[config.mk]
export PLATFORM = sky130hd
export DESIGN_NAME = matmul_lane_engine
export DESIGN_NICKNAME = d
export VERILOG_FILES = /design/src/rtl/matmul_pkg.sv /design/src/rtl/mac_lane.sv /design/src/rtl/matmul_lane_engine.sv
export SDC_FILE = /design/constraint.sdc
export NUM_CORES = 1
export LEC_CHECK = 0
export BUFFER_PORTS_ARGS = -buffer_cell sky130_fd_sc_hd__buf_2
export CAP_MARGIN = 20
export CORE_MARGIN = 5
export CORE_UTILIZATION = 50
export DETAILED_ROUTE_END_ITERATION = 10
export PLACE_DENSITY = 0.71
export SLEW_MARGIN = 10
export SYNTH_ARGS = -nofsm -noshare
export SYNTH_HDL_FRONTEND = slang
export SYNTH_SLANG_ARGS = --single-unit
[constraint.sdc]
create_clock -name clk -period 8.2 [get_ports clk]
set_clock_uncertainty 0.1 [all_clocks]
set_input_delay 2.05 -clock clk [delete_from_list [all_inputs] [get_ports clk]]
set_output_delay 2.05 -clock clk [all_outputs]
set_load 0.05 [all_outputs]
[src/rtl/matmul_pkg.sv]
// rtl/matmul_pkg.sv - shared state encoding and width helpers for the lane matmul engine
package matmul_pkg;

  typedef enum logic [1:0] {
    ST_IDLE,
    ST_RUN,
    ST_FLUSH,
    ST_DONE
  } state_t;

  function automatic int clog2i(input int v);
    int r;
    r = 0;
    while ((1 << r) < v) r = r + 1;
    return r;
  endfunction

  function automatic int calc_aw(input int n);
    return clog2i(n * n);
  endfunction

  // Wide enough that N full-scale products summed never overflow.
  function automatic int calc_accw(input int n, input int dw);
    return 2 * dw + clog2i(n);
  endfunction

endpackage

[src/rtl/mac_lane.sv]
// rtl/mac_lane.sv - one multiply-accumulate lane; load replaces the sum, en gates any update
module mac_lane #(
  parameter int DW     = 8,
  parameter int ACCW   = 19,
  parameter int SIGNED = 1
) (
  input  logic            clk,
  input  logic            load,
  input  logic            en,
  input  logic [DW-1:0]   a,
  input  logic [DW-1:0]   b,
  output logic [ACCW-1:0] acc
);

  logic signed [DW:0]     a_ext;
  logic signed [DW:0]     b_ext;
  logic signed [2*DW+1:0] prod;
  logic [ACCW-1:0]        prod_w;

  // One extra operand bit lets a single signed multiplier serve both modes.
  always_comb begin
    a_ext  = (SIGNED != 0) ? {a[DW-1], a} : {1'b0, a};
    b_ext  = (SIGNED != 0) ? {b[DW-1], b} : {1'b0, b};
    prod   = a_ext * b_ext;
    prod_w = ACCW'(prod);
  end

  always_ff @(posedge clk) begin
    if (en) begin
      acc <= load ? prod_w : acc + prod_w;
    end
  end

endmodule

[src/rtl/matmul_lane_engine.sv]
// rtl/matmul_lane_engine.sv - C = A x B over LANES MAC lanes with serial C drain
module matmul_lane_engine
  import matmul_pkg::*;
#(
  parameter int N      = 8,
  parameter int DW     = 8,
  parameter int LANES  = 2,
  parameter int SIGNED = 1,
  localparam int AW    = calc_aw(N),
  localparam int ACCW  = calc_accw(N, DW)
) (
  input  logic                clk,
  input  logic                reset,
  input  logic                start,
  output logic                busy,
  output logic                done,
  output logic [15:0]         cycle_count,
  output logic [LANES*AW-1:0] a_raddr,
  input  logic [LANES*DW-1:0] a_rdata,
  output logic [AW-1:0]       b_raddr,
  input  logic [DW-1:0]       b_rdata,
  output logic                c_we,
  output logic [AW-1:0]       c_waddr,
  output logic [ACCW-1:0]     c_wdata
);

  localparam int KW = clog2i(N);
  localparam int G  = N / LANES;
  localparam int GW = (G > 1) ? clog2i(G) : 1;
  localparam int LW = (LANES > 1) ? clog2i(LANES) : 1;

  state_t state, state_nx;

  logic [KW-1:0] k_q, j_q, k_nx, j_nx, iss_k, iss_j;
  logic [GW-1:0] g_q, g_nx, iss_g;
  logic          k_last, g_last, issue_last, advance;

  logic          s1_valid, s1_first, s1_last, s1_final;
  logic [GW-1:0] s1_g;
  logic [KW-1:0] s1_j;

  logic            drain_active, drain_final, drain_end;
  logic [LW-1:0]   drain_idx;
  logic [ACCW-1:0] drain_buf [LANES];
  logic [ACCW-1:0] acc [LANES];

  logic [15:0] run_cnt, cnt_inc;

  function automatic logic [AW-1:0] a_addr(input logic [GW-1:0] g, input int l,
                                           input logic [KW-1:0] k);
    int v;
    v = (int'(g) * LANES + l) * N + int'(k);
    return v[AW-1:0];
  endfunction

  function automatic logic [AW-1:0] b_addr(input logic [KW-1:0] k, input logic [KW-1:0] j);
    int v;
    v = int'(k) * N + int'(j);
    return v[AW-1:0];
  endfunction

  // Issue counter: column j outer, row group g middle, k inner.
  always_comb begin
    k_last     = (k_q == KW'(N - 1));
    g_last     = (g_q == GW'(G - 1));
    issue_last = k_last && g_last && (j_q == KW'(N - 1));
    k_nx       = k_q + 1'b1;
    g_nx       = g_q;
    j_nx       = j_q;
    if (k_last) begin
      g_nx = g_last ? '0 : g_q + 1'b1;
      if (g_last) j_nx = j_q + 1'b1;
    end
    advance = (state == ST_RUN) || ((state == ST_IDLE) && start);
    iss_k   = (state == ST_IDLE) ? '0 : k_nx;
    iss_g   = (state == ST_IDLE) ? '0 : g_nx;
    iss_j   = (state == ST_IDLE) ? '0 : j_nx;
  end

  always_ff @(posedge clk) begin
    if (reset) begin
      k_q     <= '0;
      g_q     <= '0;
      j_q     <= '0;
      a_raddr <= '0;
      b_raddr <= '0;
    end else if (advance) begin
      k_q     <= iss_k;
      g_q     <= iss_g;
      j_q     <= iss_j;
      for (int l = 0; l < LANES; l++) begin
        a_raddr[l*AW +: AW] <= a_addr(iss_g, l, iss_k);
      end
      b_raddr <= b_addr(iss_k, iss_j);
    end
  end

  // Issue tags travel one cycle to line up with the RAM read data.
  always_ff @(posedge clk) begin
    if (reset) begin
      s1_valid <= 1'b0;
      s1_first <= 1'b0;
      s1_last  <= 1'b0;
      s1_final <= 1'b0;
      s1_g     <= '0;
      s1_j     <= '0;
    end else begin
      s1_valid <= (state == ST_RUN);
      s1_first <= (k_q == '0);
      s1_last  <= k_last;
      s1_final <= issue_last;
      s1_g     <= g_q;
      s1_j     <= j_q;
    end
  end

  // Reset forces a zero-product load so the accumulators clear without a reset port.
  for (genvar l = 0; l < LANES; l++) begin : g_lane
    logic [DW-1:0] lane_a;
    assign lane_a = a_rdata[l*DW +: DW] & {DW{~reset}};
    mac_lane #(
      .DW    (DW),
      .ACCW  (ACCW),
      .SIGNED(SIGNED)
    ) u_mac (
      .clk (clk),
      .load(reset | s1_first),
      .en  (reset | s1_valid),
      .a   (lane_a),
      .b   (b_rdata),
      .acc (acc[l])
    );
  end

  // Lane 0 drains straight from its accumulator; the rest from the snapshot
  // taken while the finished sums are still held, before the next group's load lands.
  assign drain_end = drain_active && (drain_idx == LW'(LANES - 1));

  always_ff @(posedge clk) begin
    if (reset) begin
      drain_active <= 1'b0;
      drain_final  <= 1'b0;
      drain_idx    <= '0;
      c_waddr      <= '0;
      for (int l = 0; l < LANES; l++) drain_buf[l] <= '0;
    end else begin
      if (drain_active && (drain_idx == '0)) begin
        for (int l = 0; l < LANES; l++) drain_buf[l] <= acc[l];
      end
      if (s1_valid && s1_last) begin
        drain_active <= 1'b1;
        drain_final  <= s1_final;
        drain_idx    <= '0;
        c_waddr      <= a_addr(s1_g, 0, s1_j);
      end else if (drain_active) begin
        if (drain_end) begin
          drain_active <= 1'b0;
        end else begin
          drain_idx <= drain_idx + 1'b1;
          c_waddr   <= c_waddr + AW'(N);
        end
      end
    end
  end

  assign c_wdata = (drain_idx == '0) ? acc[0] : drain_buf[drain_idx];

  always_ff @(posedge clk) begin
    if (reset) state <= ST_IDLE;
    else       state <= state_nx;
  end

  always_comb begin
    state_nx = state;
    busy     = 1'b0;
    done     = 1'b0;
    c_we     = drain_active;
    case (state)
      ST_IDLE:  if (start) state_nx = ST_RUN;
      ST_RUN: begin
        busy = 1'b1;
        if (issue_last) state_nx = ST_FLUSH;
      end
      ST_FLUSH: begin
        busy = 1'b1;
        if (drain_end && drain_final) state_nx = ST_DONE;
      end
      ST_DONE: begin
        done     = 1'b1;
        state_nx = ST_IDLE;
      end
      default:  state_nx = ST_IDLE;
    endcase
  end

  assign cnt_inc = (run_cnt == 16'hFFFF) ? run_cnt : run_cnt + 16'd1;

  always_ff @(posedge clk) begin
    if (reset) begin
      run_cnt     <= '0;
      cycle_count <= '0;
    end else begin
      if ((state == ST_IDLE) && start) run_cnt <= '0;
      else if (busy)                   run_cnt <= cnt_inc;
      if ((state == ST_FLUSH) && (state_nx == ST_DONE)) cycle_count <= cnt_inc;
    end
  end

endmodule

==> impl_summary.txt <==
----------------------------------------------------
[Synth]
  Simple-gate portion of the synthesized area ... between 10% and 20%
  EDFF count, synth ... 76
  Largest family of logic cells by synthesized area ... adder cells
  XOR/XNOR Fraction of Synth Area ... 5.47%
  Synth top area cells ... edfxtp_1, fa_1, ha_1
  Synthesized cell area ... roughly 13,000 µm²
  Cell variety after synth ... 62
  Share of synthesized cell area in full adder, half adder and majority cells ... about 28%
  Share of the synthesized area in compound gates (AO/OA/AOI/OAI) ... 11.2%
  Fraction of the yosys area taken by sequential cells ... 27.2%
  Flip-flop cell with the highest count after synthesis ... edfxtp_1
  Count of synthesis-stage warnings from yosys ... 0
  Cell taking the most area after synthesis ... edfxtp_1
  Synthesized net count ... 1,660
  Fraction of synthesized cell area taken by the top area cell type ... 17.6%
  Synth Instances ... 1,411
  Count of state elements after synthesis ... roughly 140
  Asr flop ratio synth ... 0%
  Average instance area after synthesis ... ~9.2 µm²
  Mux contribution to synthesized area ... ~2.6%

[Global routing]
  First-pass GRT wire length ... approximately 50,000 µm
  Initial antenna violation count ... 0
  Total congestion overflow ... 0
  Overall global routing resource usage ... around 20%
  Via count of the first global-routing pass ... slightly above 10k
  Largest net degree at the start of global routing ... 51

[Die]
  Area of the core ... roughly 26,000 µm²
  Die Wd ... about 170 µm
  Top-level port count ... 89
  Num rows ... 59
  Die span in y ... roughly 170 µm
  Die area ... just under 30,000 µm²
  Initial Utilization ... 50.2%

[STA]
  Worst relative slew slack ... a little under a third
  Highest Clock Rate ... 0.127 GHz
  Unrepaired setup endpoints after global routing ... false
  Final hold violation count ... 0
  Hold slack ... about 330 ps
  Pin slew with the least headroom to its limit ... between 1000 and 1500 ps
  Share of the clock period used by the worst path ... a little over nine tenths
  Pins over their slew limit ... 0
  Post-layout min period ... between 7000 and 8000 ps
  Total setup violations reported at the end of the flow ... 0

[Min path]
  Kind of path behind the tightest hold check ... reg2reg
  Number of instances on the worst hold path ... 2

[Power]
  Cell leakage power ... slightly below 7 nW
  Power per cell area ... roughly 340 nW/µm²
  Worst VDD drop ... 263 µV

[Critical path]
  Worst Reg2Reg Path Length in Cells ... 9
  Crit path launch ... reset
  End of the critical path ... g_lane[0].u_mac.acc[16]$_DFFE_PP_
  CP max FO ... 9
  Worst Setup Path Type ... in2reg
  Critical path startpoint category ... input pin
  Delay of the slowest cell on the worst path ... roughly 520 ps
  Highest-delay cell along the critical path ... fa_1
  Endpoint type of the worst setup path ... flip-flop
  Setup slack of the most critical reg-to-reg path ... between 4000 and 5000 ps
  Data arrival, critical path ... 7930 ps
  Critical path data required time ... ~8300 ps
  Buf+Inv Stages, Crit Path ... 7
  Total number of cells along the worst setup path ... 26
  Beginning of the worst register-to-register path ... g_lane[1].u_mac.acc[0]$_DFFE_PP_
  Gate family responsible for the most delay along the worst path ... adder cells
  Critical R2R Capture ... g_lane[1].u_mac.acc[16]$_DFFE_PP_

[Finish]
  NumNets Final ... between 1.5k and 2k
  Share of final-layout standard cells stronger than drive strength 1 ... around 14%
  Layout overhead on the synthesized area ... 13.6%
  Post-Layout Inst Area ... 14,700 µm²
  Antenna Diode Count ... 0
  Fillcell total ... 2,310

[Clock tree]
  Clk buf depth ... 2
  Post-CTS Hold Fix Bufs ... 0
  Number of clock sinks ... 138
  Worst-skew pair later-pin latency ... around 410 ps
  Number of H-tree branching levels ... 4
  CTS Root Buffer Type ... clkbuf_16
  TritonCTS clock tree ... done
  Number of buffers created by CTS ... 17
  Clock Pin Slew Worst Setup and Hold Paths ... roughly 60 ps

[Detailed routing]
  Starting DRT DRC Count ... between 500 and 600
  Routed vias/inst ... ~5.3
  Final routed wire length divided by cell count ... approximately 15 µm
  Routed vias ... 9,940
  Detailed-route wire length ... 28,900 µm
  Number of optimization iterations in the first detailed-route pass ... 6
  Residual DRC count ... 0
  Number of nets still failing antenna checks after routing ... 0

[Flow run]
  Number of maximum-capacitance constraint violations ... 0

[Placement]
  Placer Congestion ... just under 0.9
  Number of port buffers ... 87
  Final HPWL DP ... approximately 23,000 µm
  Cell Area, Placed ... ~14,000 µm²

[Run status]
  Outcome ... finished, final reports clean

----------------------------------------------------
[cells in the mapped netlist (all sizes together), types with 4 or more instances]
cell type	number
nor3	15
and2	92
fa	112
inv	186
a311oi	4
buf	18
nand3	18
o21a	10
nand2	114
o31ai	4
nor2	91
a21o	24
o21ai	42
o21bai	11
edfxtp	76
nand4	8
xnor2	46
or2	6
a211oi	24
or3	8
clkbuf	40
ha	110
mux2i	27
nor2b	40
nand2b	8
o211ai	5
and3	47
dfxtp	62
a31oi	5
mux2	6
xor2	35
a21oi	83
[worst min-delay path by stage]
stage	to	slack, ps	startpoint
6_report	c_waddr[1]$_SDFFE_PP0P_	330	s1_j[1]$_SDFF_PP0_
5_1_grt	drain_final$_SDFFE_PP0P_	370	s1_final$_SDFF_PP0_
4_1_cts	c_waddr[0]$_SDFFE_PP0P_	340	s1_j[0]$_SDFF_PP0_
3_5_place_dp	c_waddr[0]$_SDFFE_PP0P_	330	s1_j[0]$_SDFF_PP0_
3_3_place_gp	c_waddr[1]$_SDFFE_PP0P_	320	s1_j[1]$_SDFF_PP0_
2_1_floorplan	drain_final$_SDFFE_PP0P_	320	s1_final$_SDFF_PP0_
[power breakdown]
part           internal [mW]  leakage, nW  switching, mW
clock network          0.486        0.310          0.292
registers              0.893         1.28         0.0851
logic                   1.48         5.36           1.82
[kinds of logic after synthesis]
logic type | count (synthesis)
fa+ha+maj | 222
simple gates | 459
buf+inv | 244
flops | 138
xor+xnor | 81
compound gates | 233
mux | 33
other cells | 1
[state kept, by name (all words and copies together) (netlist names), 3 cells and up, named ones only]
signal	count
s1_j	3
c_waddr	6
a_raddr	3
drain_buf	38
g_lane.u_mac.acc	38
b_raddr	5
cycle_count	16
run_cnt	16
[layer usage]
metal / track usage, % / vias up / wire length [µm]
met5: 0 / - / 0
met4: 6.37 / 0 / 682
met3: 2.43 / 41 / 1300
met2: 33.7 / 231 / 13600
met1: 28.7 / 4744 / 13400
li1: - / 4924 / -
[cell usage in the layout (no fill, tap or decap), types with 4 or more instances in the layout]
cell / n
nor3_1: 14
edfxtp_1: 76
or3_1: 8
xor2_1: 35
nor2_1: 91
inv_1: 186
dfxtp_1: 62
ha_1: 110
o21a_1: 10
nand2_1: 113
a21o_1: 24
nand4_1: 6
nand2b_1: 8
a21oi_1: 83
nor2b_1: 37
xnor2_1: 46
clkbuf_16: 22
o21ai_0: 42
a211oi_1: 24
o21bai_1: 11
nand3_1: 18
mux2_2: 6
a311oi_1: 4
and2_1: 91
or2_2: 5
mux2i_1: 27
a31oi_1: 5
o211ai_1: 5
buf_4: 68
fa_1: 112
buf_2: 87
and3_1: 47
[worst reg2reg max path, cell delays in order (launching register included)]
cell	delay, ps
edfxtp_1	410
ha_1	260
fa_1	470
a211oi_1	400
o21ai_0	150
a31oi_1	430
o21bai_1	220
a211oi_1	280
xor2_1	190
mux2i_1	100
[repair_timing]
| action | in CTS | in global routing |
|---|---|---|
| gates resized for setup | 0 | 5 |
| setup buffers | 0 | 1 |
| endpoints found under the setup margin | 0 | 4 |
| hold endpoints to repair | 0 | 0 |
[per-stage QoR]
stage	utilization, %	total power, mW	TNS (ps)	std cells	setup WS, ps
floorplan	-	3.30	-10.6	1411	-10.6
global placement	54.6	4.14	0	1843	49.2
detailed placement	54.6	4.22	-303	1843	-89.6
CTS	56.9	5.03	0	1875	287
global route	57.1	5.51	0	1876	8.66
finish	57.1	5.06	0	1876	324
[layout make-up]
class,count,area [µm²],share of cell area (%)
Multi-Input combinational cell,1029,8520,57.8
Sequential cell,138,3520,23.9
Timing Repair Buffer,156,966,6.55
Inverter,186,698,4.73
Clock buffer,25,572,3.88
Tap cell,335,419,2.84
Clock inverter,7,45.0,0.305
Note: power is estimated with default switching activity, not from simulation.
